## config.mk

```make
export PLATFORM = sky130hd
export DESIGN_NAME = fifo_wr_arbiter
export DESIGN_NICKNAME = d
export VERILOG_FILES = /design/src/rtl/fifo_arb_pkg.sv /design/src/rtl/rr_picker.sv /design/src/rtl/fifo_wr_arbiter.sv
export SDC_FILE = /design/constraint.sdc
export NUM_CORES = 1
export LEC_CHECK = 0
export BUFFER_PORTS_ARGS = -buffer_cell sky130_fd_sc_hd__buf_2
export CORE_MARGIN = 4
export CORE_UTILIZATION = 30
export DETAILED_ROUTE_END_ITERATION = 12
export PLACE_DENSITY = 0.79
export RECOVER_POWER = 25
export SYNTH_ARGS = -nofsm -noshare
export SYNTH_HDL_FRONTEND = slang
export SYNTH_SLANG_ARGS = --single-unit
```

## constraint.sdc

```tcl
create_clock -name clk -period 6 [get_ports clk]
set_clock_uncertainty 0.2 [all_clocks]
set_input_delay 1.2 -clock clk [delete_from_list [all_inputs] [get_ports clk]]
set_output_delay 1.2 -clock clk [all_outputs]
set_load 0.005 [all_outputs]
```

## src/rtl/fifo_arb_pkg.sv

```systemverilog
// Shared types and helpers for the FIFO write-port arbiter and its round-robin picker.
package fifo_arb_pkg;

    typedef enum logic {IDLE, LOCKED} arb_state_t;

    localparam int DEF_NUM_REQ   = 4;
    localparam int DEF_DATA_W    = 32;
    localparam int DEF_MAX_BURST = 4;
    localparam int MAX_REQ       = 8;

    typedef struct packed {
        logic       found;
        logic [2:0] idx;
    } rr_result_t;

    // First asserted bit after 'last', wrapping modulo n (n <= MAX_REQ).
    function automatic rr_result_t rr_next(input logic [MAX_REQ-1:0] valid,
                                           input logic [2:0]         last,
                                           input int unsigned        n);
        rr_result_t  res;
        logic [2:0]  cand;
        res = '0;
        for (int unsigned k = 1; k <= MAX_REQ; k++) begin
            cand = 3'((32'(last) + k) % n);
            if (k <= n && !res.found && valid[cand]) begin
                res.found = 1'b1;
                res.idx   = cand;
            end
        end
        return res;
    endfunction

endpackage

```

## src/rtl/rr_picker.sv

```systemverilog
// Combinational round-robin priority search; shared by the write arbiter and a
// future read-side scheduler.
module rr_picker
    import fifo_arb_pkg::*;
#(
    parameter  int NUM_REQ = DEF_NUM_REQ,
    localparam int IDX_W   = $clog2(NUM_REQ)
) (
    input  logic [NUM_REQ-1:0] valid,
    input  logic [IDX_W-1:0]   last,
    output logic [IDX_W-1:0]   sel,
    output logic               found
);

    rr_result_t res;

    always_comb begin
        res = rr_next(MAX_REQ'(valid), 3'(last), NUM_REQ);
    end

    assign sel   = IDX_W'(res.idx);
    assign found = res.found;

endmodule

```

## src/rtl/fifo_wr_arbiter.sv

```systemverilog
// Round-robin arbiter sharing the FIFO write port among NUM_REQ valid/ready
// producers, with bursts of up to MAX_BURST beats per grant.
//
//   state  | meaning
//   IDLE   | same-cycle round-robin pick among valid requesters
//   LOCKED | owner keeps the port until MAX_BURST beats or it drops valid
module fifo_wr_arbiter
    import fifo_arb_pkg::*;
#(
    parameter  int NUM_REQ   = DEF_NUM_REQ,
    parameter  int DATA_W    = DEF_DATA_W,
    parameter  int MAX_BURST = DEF_MAX_BURST,
    localparam int IDX_W     = $clog2(NUM_REQ),
    localparam int CNT_W     = $clog2(MAX_BURST + 1)
) (
    input  logic                            clk,
    input  logic                            rst,
    input  logic [NUM_REQ-1:0]              req_valid,
    input  logic [NUM_REQ-1:0][DATA_W-1:0]  req_data,
    output logic [NUM_REQ-1:0]              req_ready,
    input  logic                            full,
    output logic                            wr_en,
    output logic [DATA_W-1:0]               data_in,
    output logic [IDX_W-1:0]                grant_id,
    output logic                            busy
);

    arb_state_t         state, state_nxt;
    logic [IDX_W-1:0]   last_grant, owner, pick, sel;
    logic               pick_found, sel_vld;
    logic [CNT_W-1:0]   beat_cnt;
    logic               burst_done;

    rr_picker #(.NUM_REQ(NUM_REQ)) u_picker (
        .valid (req_valid),
        .last  (last_grant),
        .sel   (pick),
        .found (pick_found)
    );

    always_ff @(posedge clk or negedge rst) begin
        if (!rst) state <= IDLE;
        else      state <= state_nxt;
    end

    assign burst_done = wr_en && ((beat_cnt + 1'b1) == CNT_W'(MAX_BURST));

    always_comb begin
        state_nxt = state;
        case (state)
            IDLE:    if (wr_en && MAX_BURST > 1) state_nxt = LOCKED;
            LOCKED:  if (burst_done || !req_valid[owner]) state_nxt = IDLE;
            default: state_nxt = IDLE;
        endcase
    end

    // Outputs are gated by rst so the FIFO never sees a write while in reset.
    always_comb begin
        sel     = pick;
        sel_vld = pick_found;
        if (state == LOCKED) begin
            sel     = owner;
            sel_vld = 1'b1;
        end
        req_ready = '0;
        if (sel_vld && !full && rst) req_ready[sel] = 1'b1;
        wr_en   = |(req_valid & req_ready);
        data_in = '0;
        if (sel_vld && rst) data_in = req_data[sel];
        busy    = rst && (state == LOCKED);
    end

    always_ff @(posedge clk or negedge rst) begin
        if (!rst) begin
            last_grant <= IDX_W'(NUM_REQ - 1);
            owner      <= '0;
            beat_cnt   <= '0;
            grant_id   <= '0;
        end else begin
            if (wr_en) grant_id <= sel;
            case (state)
                IDLE: begin
                    if (wr_en) begin
                        if (MAX_BURST == 1) begin
                            last_grant <= sel;
                        end else begin
                            owner    <= sel;
                            beat_cnt <= CNT_W'(1);
                        end
                    end
                end
                LOCKED: begin
                    if (wr_en) begin
                        if (burst_done) begin
                            last_grant <= owner;
                            beat_cnt   <= '0;
                        end else begin
                            beat_cnt <= beat_cnt + 1'b1;
                        end
                    end else if (!req_valid[owner]) begin
                        last_grant <= owner;
                        beat_cnt   <= '0;
                    end
                end
                default: ;
            endcase
        end
    end

endmodule

```

# [Yosys cells after proc, flatten, opt, wreduce, memory -nomap -nowiden]
# Cells that the tools add are included.
[totals] inputBits=135 elab_cells=76 out_inout_bits=40 regBits=10
[op_classes] eq_ne=5 mux=33 n_addsub=5 order_cmp=7 reduce_logical=19 bitwise_logic=2
[op_table] op="32-bit binary-select mux with 2-bit select" count=1
[op_table] op="32-bit 2-to-1 mux" count=2
[op_table] op="4-bit 2-to-1 mux" count=5
[op_table] op="2-bit by 4-bit < comparator with 1-bit output (second input constant)" count=4
[op_table] op="3-bit 2-to-1 mux" count=4
[op_table] op="1-bit binary-select mux with 2-bit select" count=5
[op_table] op="1-bit logical AND" count=9
[op_table] op="1-bit 2-to-1 mux" count=9
[op_table] op="2-bit 2-to-1 mux" count=4
[op_table] op="2-bit by 3-bit < comparator with 1-bit output (second input constant)" count=2
[op_table] op="3-bit case mux with 2 select lines" count=1
[op_table] op="1-bit logical NOT" count=5
[op_table] op="2-bit by 1-bit adder with 2-bit output (second input constant)" count=2
[op_table] op="2-bit adder (second input constant)" count=2
[op_table] op="4-bit bitwise AND" count=1
[op_table] op="2-bit != test (second input constant)" count=2
[op_table] op="2-bit AND reduction" count=2
[op_table] op="4-bit OR reduction" count=1
[op_table] op="3-bit by 1-bit adder with 3-bit output (second input constant)" count=1
[op_table] op="3-bit equality test (second input constant)" count=1
[op_table] op="3-bit != test (second input constant)" count=1
[op_table] op="3-bit AND reduction" count=1
[op_table] op="1-bit demux with 2-bit select" count=1
[op_table] op="2-bit by 1-bit >= comparator with 1-bit output (second input constant)" count=1
[op_table] op="other kinds (4)" count=4

# [Longest topological paths before layout]
# Gate-level depths: netlist (run 1).
[depth] ltp_word=25 depth_mapped=9 mapped_depth_nobuf=6

# [Modules after synthesis]
# Synthesis (run 1) repeated with hierarchy kept, for this count alone.
[hier_totals] hier_cells=144 hier_area_um2=1705.4
[modules_own_cells] module="fifo_wr_arbiter" seq_area_each_um2=252.7 n_inst=1 cells_each=130 area_per_inst_um2=1614.0
[modules_own_cells] module="rr_picker" seq_area_each_um2=0.0 n_inst=1 cells_each=14 area_per_inst_um2=91.3

# [Worst setup path before layout (run 1)]
# No wires, ideal clock.
[synth_path] path_kind="input to output" from="in req_valid[2]" to="out wr_en" required_time_ps=4600 t_arrival_ps=2754 cell_stages=8 slack_ps=1846 n_path_buf=2 cell_sequence="buf_2 nand2b_1 a21oi_1 o41a_1 buf_2 o41a_1 nand2_1 inv_1"
[synth_between] elab_chain_len=20 word_cells_on_any_way=30 classes_between="order compare (2); mux (17); bitwise (1); reduce/logical (10)"
[synth_lines] item="from (decl)" line="fifo_wr_arbiter.sv:18" text="input logic [NUM_REQ-1:0] req_valid,"
[synth_lines] item="1-bit binary-select mux with 2-bit select" line="fifo_arb_pkg.sv:25" text="if (k <= n && !res.found && valid[cand]) begin"
[synth_lines] item="1-bit 2-to-1 mux (implied by the code)" line="fifo_arb_pkg.sv:25"
[synth_lines] item="4-bit 2-to-1 mux" line="fifo_arb_pkg.sv:25"
[synth_lines] item="1-bit logical NOT" line="fifo_arb_pkg.sv:25"
[synth_lines] item="1-bit logical AND" line="fifo_arb_pkg.sv:25"
[synth_lines] item="4-bit 2-to-1 mux" line="fifo_arb_pkg.sv:25"
[synth_lines] item="1-bit logical NOT" line="fifo_arb_pkg.sv:25"
[synth_lines] item="1-bit logical AND" line="fifo_arb_pkg.sv:25"
[synth_lines] item="[4 not listed]"
[synth_lines] item="2-bit 2-to-1 mux" line="fifo_wr_arbiter.sv:61" text="if (state == LOCKED) begin"
[synth_lines] item="2-bit by 3-bit < comparator with 1-bit output (implied by the code) or 2-bit by 1-bit >= comparator with 1-bit output (tied branches)" line="fifo_wr_arbiter.sv:66" text="if (sel_vld && !full && rst) req_ready[sel] = 1'b1;"
[synth_lines] item="1-bit logical AND (implied by the code)" line="fifo_wr_arbiter.sv:66"
[synth_lines] item="1-bit 2-to-1 mux (implied by the code)" line="fifo_wr_arbiter.sv:66"
[synth_lines] item="1-bit demux with 2-bit select" line="fifo_wr_arbiter.sv:66"
[synth_lines] item="4-bit 2-to-1 mux" line="fifo_wr_arbiter.sv:66"
[synth_lines] item="4-bit bitwise AND (*)" line="fifo_wr_arbiter.sv:67" text="wr_en = |(req_valid & req_ready);"
[synth_lines] item="4-bit OR reduction (*)" line="fifo_wr_arbiter.sv:67"
[synth_lines] item="to (decl)" line="fifo_wr_arbiter.sv:22" text="output logic wr_en,"
# Every way passes the cells marked *; elsewhere a longest branch is shown, timed or not. The select of a mux whose other input is x is not followed.

# [Final worst setup path (run 1)]
[layout_path] from="in req_valid[0]" to="out data_in[5]"
[layout_between] elab_chain_len=16 word_cells_on_any_way=24 classes_between="mux (17); reduce/logical (7)"
[layout_lines] item="1-bit binary-select mux with 2-bit select" line="fifo_arb_pkg.sv:25"
[layout_lines] item="1-bit 2-to-1 mux (implied by the code)" line="fifo_arb_pkg.sv:25"
[layout_lines] item="4-bit 2-to-1 mux" line="fifo_arb_pkg.sv:25"
[layout_lines] item="1-bit logical NOT" line="fifo_arb_pkg.sv:25"
[layout_lines] item="1-bit logical AND" line="fifo_arb_pkg.sv:25"
[layout_lines] item="4-bit 2-to-1 mux" line="fifo_arb_pkg.sv:25"
[layout_lines] item="1-bit logical NOT" line="fifo_arb_pkg.sv:25"
[layout_lines] item="1-bit logical AND" line="fifo_arb_pkg.sv:25"
[layout_lines] item="4-bit 2-to-1 mux" line="fifo_arb_pkg.sv:25"
[layout_lines] item="1-bit logical NOT" line="fifo_arb_pkg.sv:25"
[layout_lines] item="1-bit logical AND" line="fifo_arb_pkg.sv:25"
[layout_lines] item="4-bit 2-to-1 mux (*)" line="fifo_arb_pkg.sv:25"
[layout_lines] item="2-bit 2-to-1 mux" line="fifo_wr_arbiter.sv:61"
[layout_lines] item="32-bit binary-select mux with 2-bit select" line="fifo_wr_arbiter.sv:69" text="if (sel_vld && rst) data_in = req_data[sel];"
[layout_lines] item="32-bit 2-to-1 mux (implied by the code)" line="fifo_wr_arbiter.sv:69"
[layout_lines] item="32-bit 2-to-1 mux (*)" line="fifo_wr_arbiter.sv:69"
[layout_lines] item="to (decl)" line="fifo_wr_arbiter.sv:23" text="output logic [DATA_W-1:0] data_in,"
# Marks and branches as above.

==> results of run 1 <==
[Yosys cell counts (all sizes together)]
| master | instances | area (µm²) |
|---|---|---|
| nand2 | 74 | 278 |
| mux2i | 67 | 671 |
| and3 | 34 | 213 |
| buf | 14 | 68.8 |
| nor2 | 9 | 33.8 |
| dfrtp | 8 | 200 |
| clkbuf | 7 | 26.3 |
| inv | 6 | 22.5 |
| nand2b | 6 | 40.0 |
| a21boi | 4 | 33.8 |
| mux2 | 4 | 45.0 |
| nor3 | 3 | 15.0 |
| a21oi | 2 | 10.0 |
| a32o | 2 | 20.0 |
| dfstp | 2 | 52.6 |
| ha | 2 | 25.0 |
| mux4 | 2 | 45.0 |
| nor2b | 2 | 12.5 |
| o2bb2ai | 2 | 17.5 |
| o41a | 2 | 22.5 |
| a2111oi | 1 | 8.76 |
| a211oi | 1 | 7.51 |
| a31o | 1 | 8.76 |
| a31oi | 1 | 6.26 |
| a41oi | 1 | 16.3 |
| and2 | 1 | 6.26 |
| nor3b | 1 | 7.51 |
| nor4b | 1 | 8.76 |
| o21a | 1 | 7.51 |
| o22ai | 1 | 6.26 |
| o41ai | 1 | 16.3 |
[worst min-delay path by stage]
stage	slack, ns	end	from
after floorplan	0.27	beat_cnt[0]	beat_cnt[0]
after global placement	0.29	grant_id[1]	grant_id[1]
after detailed placement	0.28	grant_id[1]	grant_id[1]
after CTS	0.29	grant_id[1]	grant_id[1]
after global routing	0.31	grant_id[1]	grant_id[1]
final	0.30	beat_cnt[0]	beat_cnt[0]
[sequential cells by signal, summed over array words and instances, names as in the netlist]
| register | cells |
|---|---|
| beat_cnt | 3 |
| last_grant | 2 |
| state | 1 |
| owner | 2 |
| grant_id | 2 |
[per-layer routing]
metal / track usage / up-vias / share of wire
li1: - / 1249 / -
met1: 0.165 / 1110 / 0.36
met2: 0.306 / 110 / 0.53
met4: 0.0687 / 0 / 0.029
met5: 0 / - / 0
met3: 0.0158 / 20 / 0.083
[cell type report]
type                    count  area share
well taps                  77      0.0328
inverters                   6     0.00768
flip-flops and latches     10      0.0862
clock buffers               4      0.0188
repair buffers            178       0.306
multi-input cells         226       0.548
[logic make-up (layout without fill, tap and decap cells)]
kind of cell             after synthesis  count (layout)
multiplexers                          73              73
flip-flops                            10              10
AND/OR/NAND/NOR                      131             131
adder cells (fa/ha/maj)                2               2
buffers and inverters                 27             188
AO/OA/AOI/OAI                         20              20
[per-stage QoR]
step | instance area, µm² | setup slack (ns) | hold WS, ns | instances
4_1_cts | 2940 | 1.36 | 0.295 | 501
5_1_grt | 2930 | 1.24 | 0.307 | 501
3_5_place_dp | 2880 | 1.36 | 0.282 | 497
6_report | 2930 | 1.39 | 0.296 | 501
3_3_place_gp | 2880 | 1.47 | 0.290 | 497
2_1_floorplan | 1950 | 1.85 | 0.270 | 263
[power by group through the flow]
stage / clock network (mW) / logic [mW] / registers, mW
2_1_floorplan: 0 / 0.785 / 0.121
3_3_place_gp: 0 / 1.04 / 0.148
3_5_place_dp: 0 / 1.06 / 0.149
4_1_cts: 0.0851 / 1.07 / 0.148
5_1_grt: 0.0892 / 1.16 / 0.155
6_report: 0.0817 / 1.05 / 0.150
==> results by group, run 1 <==
Floorplan
  – Core Region: roughly 6300 µm²
  – Die width: between 80 and 90 µm
  – Initial standard-cell utilization of the core: 0.307
  – Total I/O pin count: 175
  – Number of rows in the core area: 29
  – Die H: around 90 µm
  – Total die area: between 7000 and 8000 µm²

CTS
  – TritonCTS clock tree: yes
  – Total clock buffers created by CTS: 3
  – Clock Root Buffer: clkbuf_8
  – # H-tree levels: 1
  – Number of buffers inserted by post-CTS setup repair: 0
  – Hold buffer count at cts: 0
  – Clock buffer depth: 2
  – Number of clock sinks: 10
  – CTS clock-pin slew for the worst setup and hold paths: around 0.05 ns
  – Cells resized by post-CTS repair: 0
  – Insertion delay to the later sink of the worst-skew pair: 0.23 ns

Drt
  – Total vias in the final route: ~2,500
  – Count of unresolved DRC violations after routing: 0
  – Remaining number of nets flagged by the antenna check after routing: 0
  – Post-Route WL: a little over 7 mm
  – First-pass iteration count of the detailed router: 5
  – Iteration-0 DRC Markers: 41
  – Average wire per standard cell: 14.3 µm
  – Vias per inst: 4.97

Synthesis
  – Synthesized Nets: 400
  – Compound-gate portion of the synthesized area: 0.0929
  – Cell area after synthesis: 1950 µm²
  – Share of synthesized cell area in and, or, nand and nor gates: 0.315
  – Synthesized flop and latch total: 10
  – Yosys warnings: 0
  – Mean instance size in the synthesized netlist: 7.42 µm²
  – Area share of fa/ha/maj cells after synthesis: 0.0128
  – Largest family of logic cells by synthesized area: multiplexers
  – Xor-xnor portion of the synthesized cell area: 0
  – Fraction of the yosys area taken by sequential cells: 0.129
  – Cell variety after synth: 37
  – Multiplexer share of the synthesized area: 0.390
  – Cell count after synthesis: approximately 260

Worst hold path
  – Type of the most critical hold path: register to register
  – Worst hold path depth: 1

Global routing
  – Total overflow reported by the global router: 0
  – Initial antenna violation count: 0
  – Vias in the first global route: about 2,200
  – GRT Total Usage: 0.156
  – Largest net degree at the start of global routing: 36
  – Global-route wire length before repair: 9.88 mm

Final layout
  – Fill cells: 605
  – Total area of multi-input combinational cells: around 1600 µm²
  – Net count of the finished layout: roughly 560
  – Inserted Diodes: 0
  – Commonest cells after routing, fill and taps aside: 172 x buf_2, 74 x nand2_1, 67 x mux2i_1, 34 x and3_1, 9 x nor2_1
  – Final Core Density: 0.462
  – Most common cell after layout, fill and taps aside: buf_2
  – FF/Latch Area: 253 µm²
  – Fraction of layout instances using a drive strength above 1: 0.455
  – Area grow syn2layout: 50.3%

Worst setup path
  – CP Cell Sequence: buf_2 > o21a_1 > a211oi_1 > a21boi_4 > buf_4 > mux2i_1 > nand2_1 > and3_1 > buf_2
  – End point of the critical path: data_in[5]
  – Buffers & Inverters on Critical Path: 3
  – Capturing point of the worst reg2reg path: last_grant[1]
  – Category of cells accounting for the largest share of critical-path delay: compound AO/OA/AOI/OAI gates
  – Worst reg2reg path startpoint: last_grant[1]
  – Cell type of the slowest stage on the worst timing path: a211oi_1
  – Nature of the critical path startpoint: primary input
  – Number of cell instances on the worst register-to-register path: 6
  – Crit path arrival time: 3.21 ns
  – Reg2reg setup slack: about 3.2 ns
  – Critical path's most frequent cell: buf_2
  – Peak fanout along the critical path: 32
  – Crit-path max cell delay: 0.59 ns
  – Crit path depth: 9
  – CP Launch Point: req_valid[0]
  – CP Capture Type: output pin
  – Data required time of the worst path: 4.60 ns
  – Crit path kind: primary input to output pin

Timing
  – Peak clock frequency supported by timing: 217 MHz
  – Number of failing setup endpoints in the final timing report: 0
  – Crit share post-route: 0.769
  – Sum of negative setup slack: 0 ns
  – Final Hold Fails: 0
  – Tightest Pin Transition: between 1 and 1.5 ns
  – Worst max-slew margin expressed relative to the limit: 0.321
  – Setup repair after global routing missed its margin: no
  – Final-report max-slew violation count: 0
  – Final critical path time including I/O delays and setup: 4.61 ns

Status
  – Outcome: complete, no violations

Power and ir drop
  – Worst voltage drop across the vdd grid: 0.307 mV
  – Lkg Pwr: 1.81 nW
  – Share of total power in the clock network: 0.064
  – Switching power: 610 µW
  – Sequential fraction of design power: 0.117
  – Overall power of the completed layout: 1.28 mW
  – Switching portion of total power: 0.477
  – Relative contribution of combinational cells to total power: 0.819
  – Pwr dens: 436 nW/µm²
  – Cell Int Power: about 670 µW

Placed design
  – Final weighted congestion in routability-driven placement: around 0.85
  – Number of buffers inserted by port buffering: 174
  – Detailed-placement wirelength estimate: 6.00 mm

Run
  – MaxCap Viol Count: 0
Note: power is estimated with default switching activity, not from simulation.
==> run 2, diff against run 1 <==
==> constraint.sdc (replaced) <==
create_clock -name clk -period 4.4 [get_ports clk]
set_clock_uncertainty 0.2 [all_clocks]
set_input_delay 0.88 -clock clk [delete_from_list [all_inputs] [get_ports clk]]
set_output_delay 0.88 -clock clk [all_outputs]
set_load 0.005 [all_outputs]
==> run 2 against run 1 <==
  * Setup slack worse by 0.90 ns
  * Combinational power rose by 37%
  * Sequential power grew 35%
  * Global-route usage rose by 0.48 points
  * Sequential share of layout area barely moved
  * Non-clock buffer count up 2
  * Register-to-register slack worse by 1.5 ns
  * Cell count rose by 0.40%
  * Die area stayed put
  * Critical path depth unchanged
  * Routed wire length grew 0.53%
  * Critical path type unchanged
  * Largest cell class unchanged
==> results by group, run 2 (synthesis gave the netlist of run 1 again) <==
CTS
  – Hold buffer count at cts: 0 (unchanged)
  – Number of buffers inserted by post-CTS setup repair: 0 (unchanged)
  – CTS clock-pin slew for the worst setup and hold paths: 0.05 ns (about the same)
  – Insertion delay to the later sink of the worst-skew pair: 0.23 ns (about the same)
  – Clock Root Buffer: clkbuf_8
  – TritonCTS clock tree: yes
  – Number of clock sinks: 10 (unchanged)
  – Cells resized by post-CTS repair: 0 (unchanged)
  – Clock buffer depth: 2 (unchanged)
  – Total clock buffers created by CTS: 3 (unchanged)
  – # H-tree levels: 1 (unchanged)

Timing
  – Final-report max-slew violation count: 0 (unchanged)
  – Setup repair after global routing missed its margin: no
  – Number of failing setup endpoints in the final timing report: 0 (unchanged)
  – Sum of negative setup slack: 0 ns (unchanged)
  – Final critical path time including I/O delays and setup: 3.91 ns
  – Peak clock frequency supported by timing: 256 MHz
  – Crit share post-route: 0.888
  – Final Hold Fails: 0 (unchanged)
  – Least setup slack across all paths after layout: 0.491 ns (-0.897 ns)
  – Fin Hold WS: 0.297 ns (+0.000781 ns)
  – Worst max-slew margin expressed relative to the limit: 0.566 (+0.245)
  – Tightest Pin Transition: 0.646 ns (-0.366 ns)

Global routing
  – Total overflow reported by the global router: 0 (unchanged)
  – Largest net degree at the start of global routing: 36 (unchanged)
  – Vias in the first global route: 2,270 (+2.1%)
  – Initial antenna violation count: 0 (unchanged)
  – Global-route wire length before repair: 10.2 mm (+3.2%)
  – GRT Total Usage: 0.161 (+0.00484)

Power and ir drop
  – Worst voltage drop across the vdd grid: 0.437 mV (+42%)
  – Overall power of the completed layout: 1.73 mW (+36%)
  – Pwr dens: 590 nW/µm² (+35%)
  – Lkg Pwr: 1.81 nW (about the same)

Drt
  – Count of unresolved DRC violations after routing: 0 (unchanged)
  – Remaining number of nets flagged by the antenna check after routing: 0 (unchanged)
  – First-pass iteration count of the detailed router: 4 (-1)
  – Total vias in the final route: 2,509 (+0.80%)
  – Vias per inst: 4.99 (+0.40%)
  – Iteration-0 DRC Markers: 63 (+54%)
  – Post-Route WL: 7.19 mm (+0.53%)
  – Average wire per standard cell: 14.3 µm (+0.13%)

Placed design
  – Final weighted congestion in routability-driven placement: 0.895 (+4.7%)
  – Number of buffers inserted by port buffering: 174 (unchanged)
  – Number of cells after detailed placement: 499 (+0.40%)
  – Detailed-placement wirelength estimate: 6.05 mm (+0.95%)
  – Worst setup slack before clock tree synthesis: 0.472 ns (-0.886 ns)

Final layout
  – Flip-flop count of the largest register, all copies and words added: 3 (unchanged)
  – Post-route insts no fill: 503 (+0.40%)
  – Most common cell after layout, fill and taps aside: buf_2
  – Fraction of layout instances using a drive strength above 1: 0.453 (-0.00214)
  – Net count of the finished layout: 564 (+0.36%)
  – Fill cells: 613 (+1.3%)
  – Largest Register: beat_cnt
  – Area grow syn2layout: 50.4%
  – Commonest cells after routing, fill and taps aside: 171 x buf_2, 74 x nand2_1, 67 x mux2i_1, 34 x and3_1, 9 x nor2_1
  – Inserted Diodes: 0 (unchanged)

Worst hold path
  – Hold Crit Endpoint: grant_id[1]
  – Worst min-delay path startpoint: grant_id[1]
  – Worst hold path depth: 1 (unchanged)
  – Type of the most critical hold path: register to register

Floorplan
  – Core Region: 6350 µm² (unchanged)
  – Number of rows in the core area: 29 (unchanged)
  – Die H: 88.7 µm (unchanged)
  – Die width: 88.7 µm (unchanged)
  – Total die area: 7860 µm² (unchanged)
  – Initial standard-cell utilization of the core: 0.307 (unchanged)
  – Total I/O pin count: 175 (unchanged)

Worst setup path
  – Reg2reg setup slack: 1.69 ns (-1.48 ns)
  – CP Capture Type: output pin
  – Crit path arrival time: 2.83 ns (-0.38 ns)
  – Number of cell instances on the worst register-to-register path: 6 (unchanged)
  – Crit path kind: primary input to output pin
  – Data required time of the worst path: 3.32 ns (-1.28 ns)
  – CP Launch Point: req_valid[1]
  – Nature of the critical path startpoint: primary input
  – Peak fanout along the critical path: 34 (+6.3%)
  – Worst reg2reg path startpoint: last_grant[1]
  – Capturing point of the worst reg2reg path: last_grant[1]

Run
  – MaxCap Viol Count: 0 (unchanged)

Status
  – Outcome: complete, no violations
[run 2: cell type report]
class	instances	area, µm²	share of cell area
Clock buffer	4	45.0	0.0153
Inverter	6	22.5	0.00767
Multi-Input combinational cell	226	1610	0.548
Sequential cell	10	253	0.0861
Tap cell	77	96.3	0.0328
Timing Repair Buffer	180	912	0.311
[run 2: stage by stage]
stage / util / cell area, µm²
after floorplan: - / 1950
after global placement: 0.456 / 2900
after detailed placement: 0.456 / 2900
after CTS: 0.463 / 2940
after global routing: 0.462 / 2940
final: 0.462 / 2940
[run 2: worst max-delay path, cell delays in order]
cell	delay (ns)
buf_2	0.16
nor3b_1	0.29
a211oi_1	0.16
a21boi_4	0.18
buf_4	0.48
mux2i_1	0.30
nand2_1	0.07
and3_1	0.18
buf_2	0.12
[run 2: worst max-delay path by stage]
stage | end | slack, ns | cells after the start
6_report | data_in[15] | 0.49 | 9
5_1_grt | data_in[15] | 0.24 | 9
4_1_cts | data_in[15] | 0.47 | 9
3_5_place_dp | data_in[15] | 0.47 | 9
3_3_place_gp | data_in[15] | 0.53 | 9
2_1_floorplan | wr_en | 0.89 | 8
[run 2: report_power, final]
part / switching (mW) / internal [mW]
Combinational: 0.739 / 0.697
Clock: 0.0309 / 0.0630
Sequential: 0.0603 / 0.142
[run 2: layer usage]
metal  vias up  track usage  wire length [µm]
met5         -            0                 0
met3        13       0.0177               525
met2        97        0.306              3920
met1      1142        0.184              2620
li1       1257            -                 -
met4         0       0.0549               128
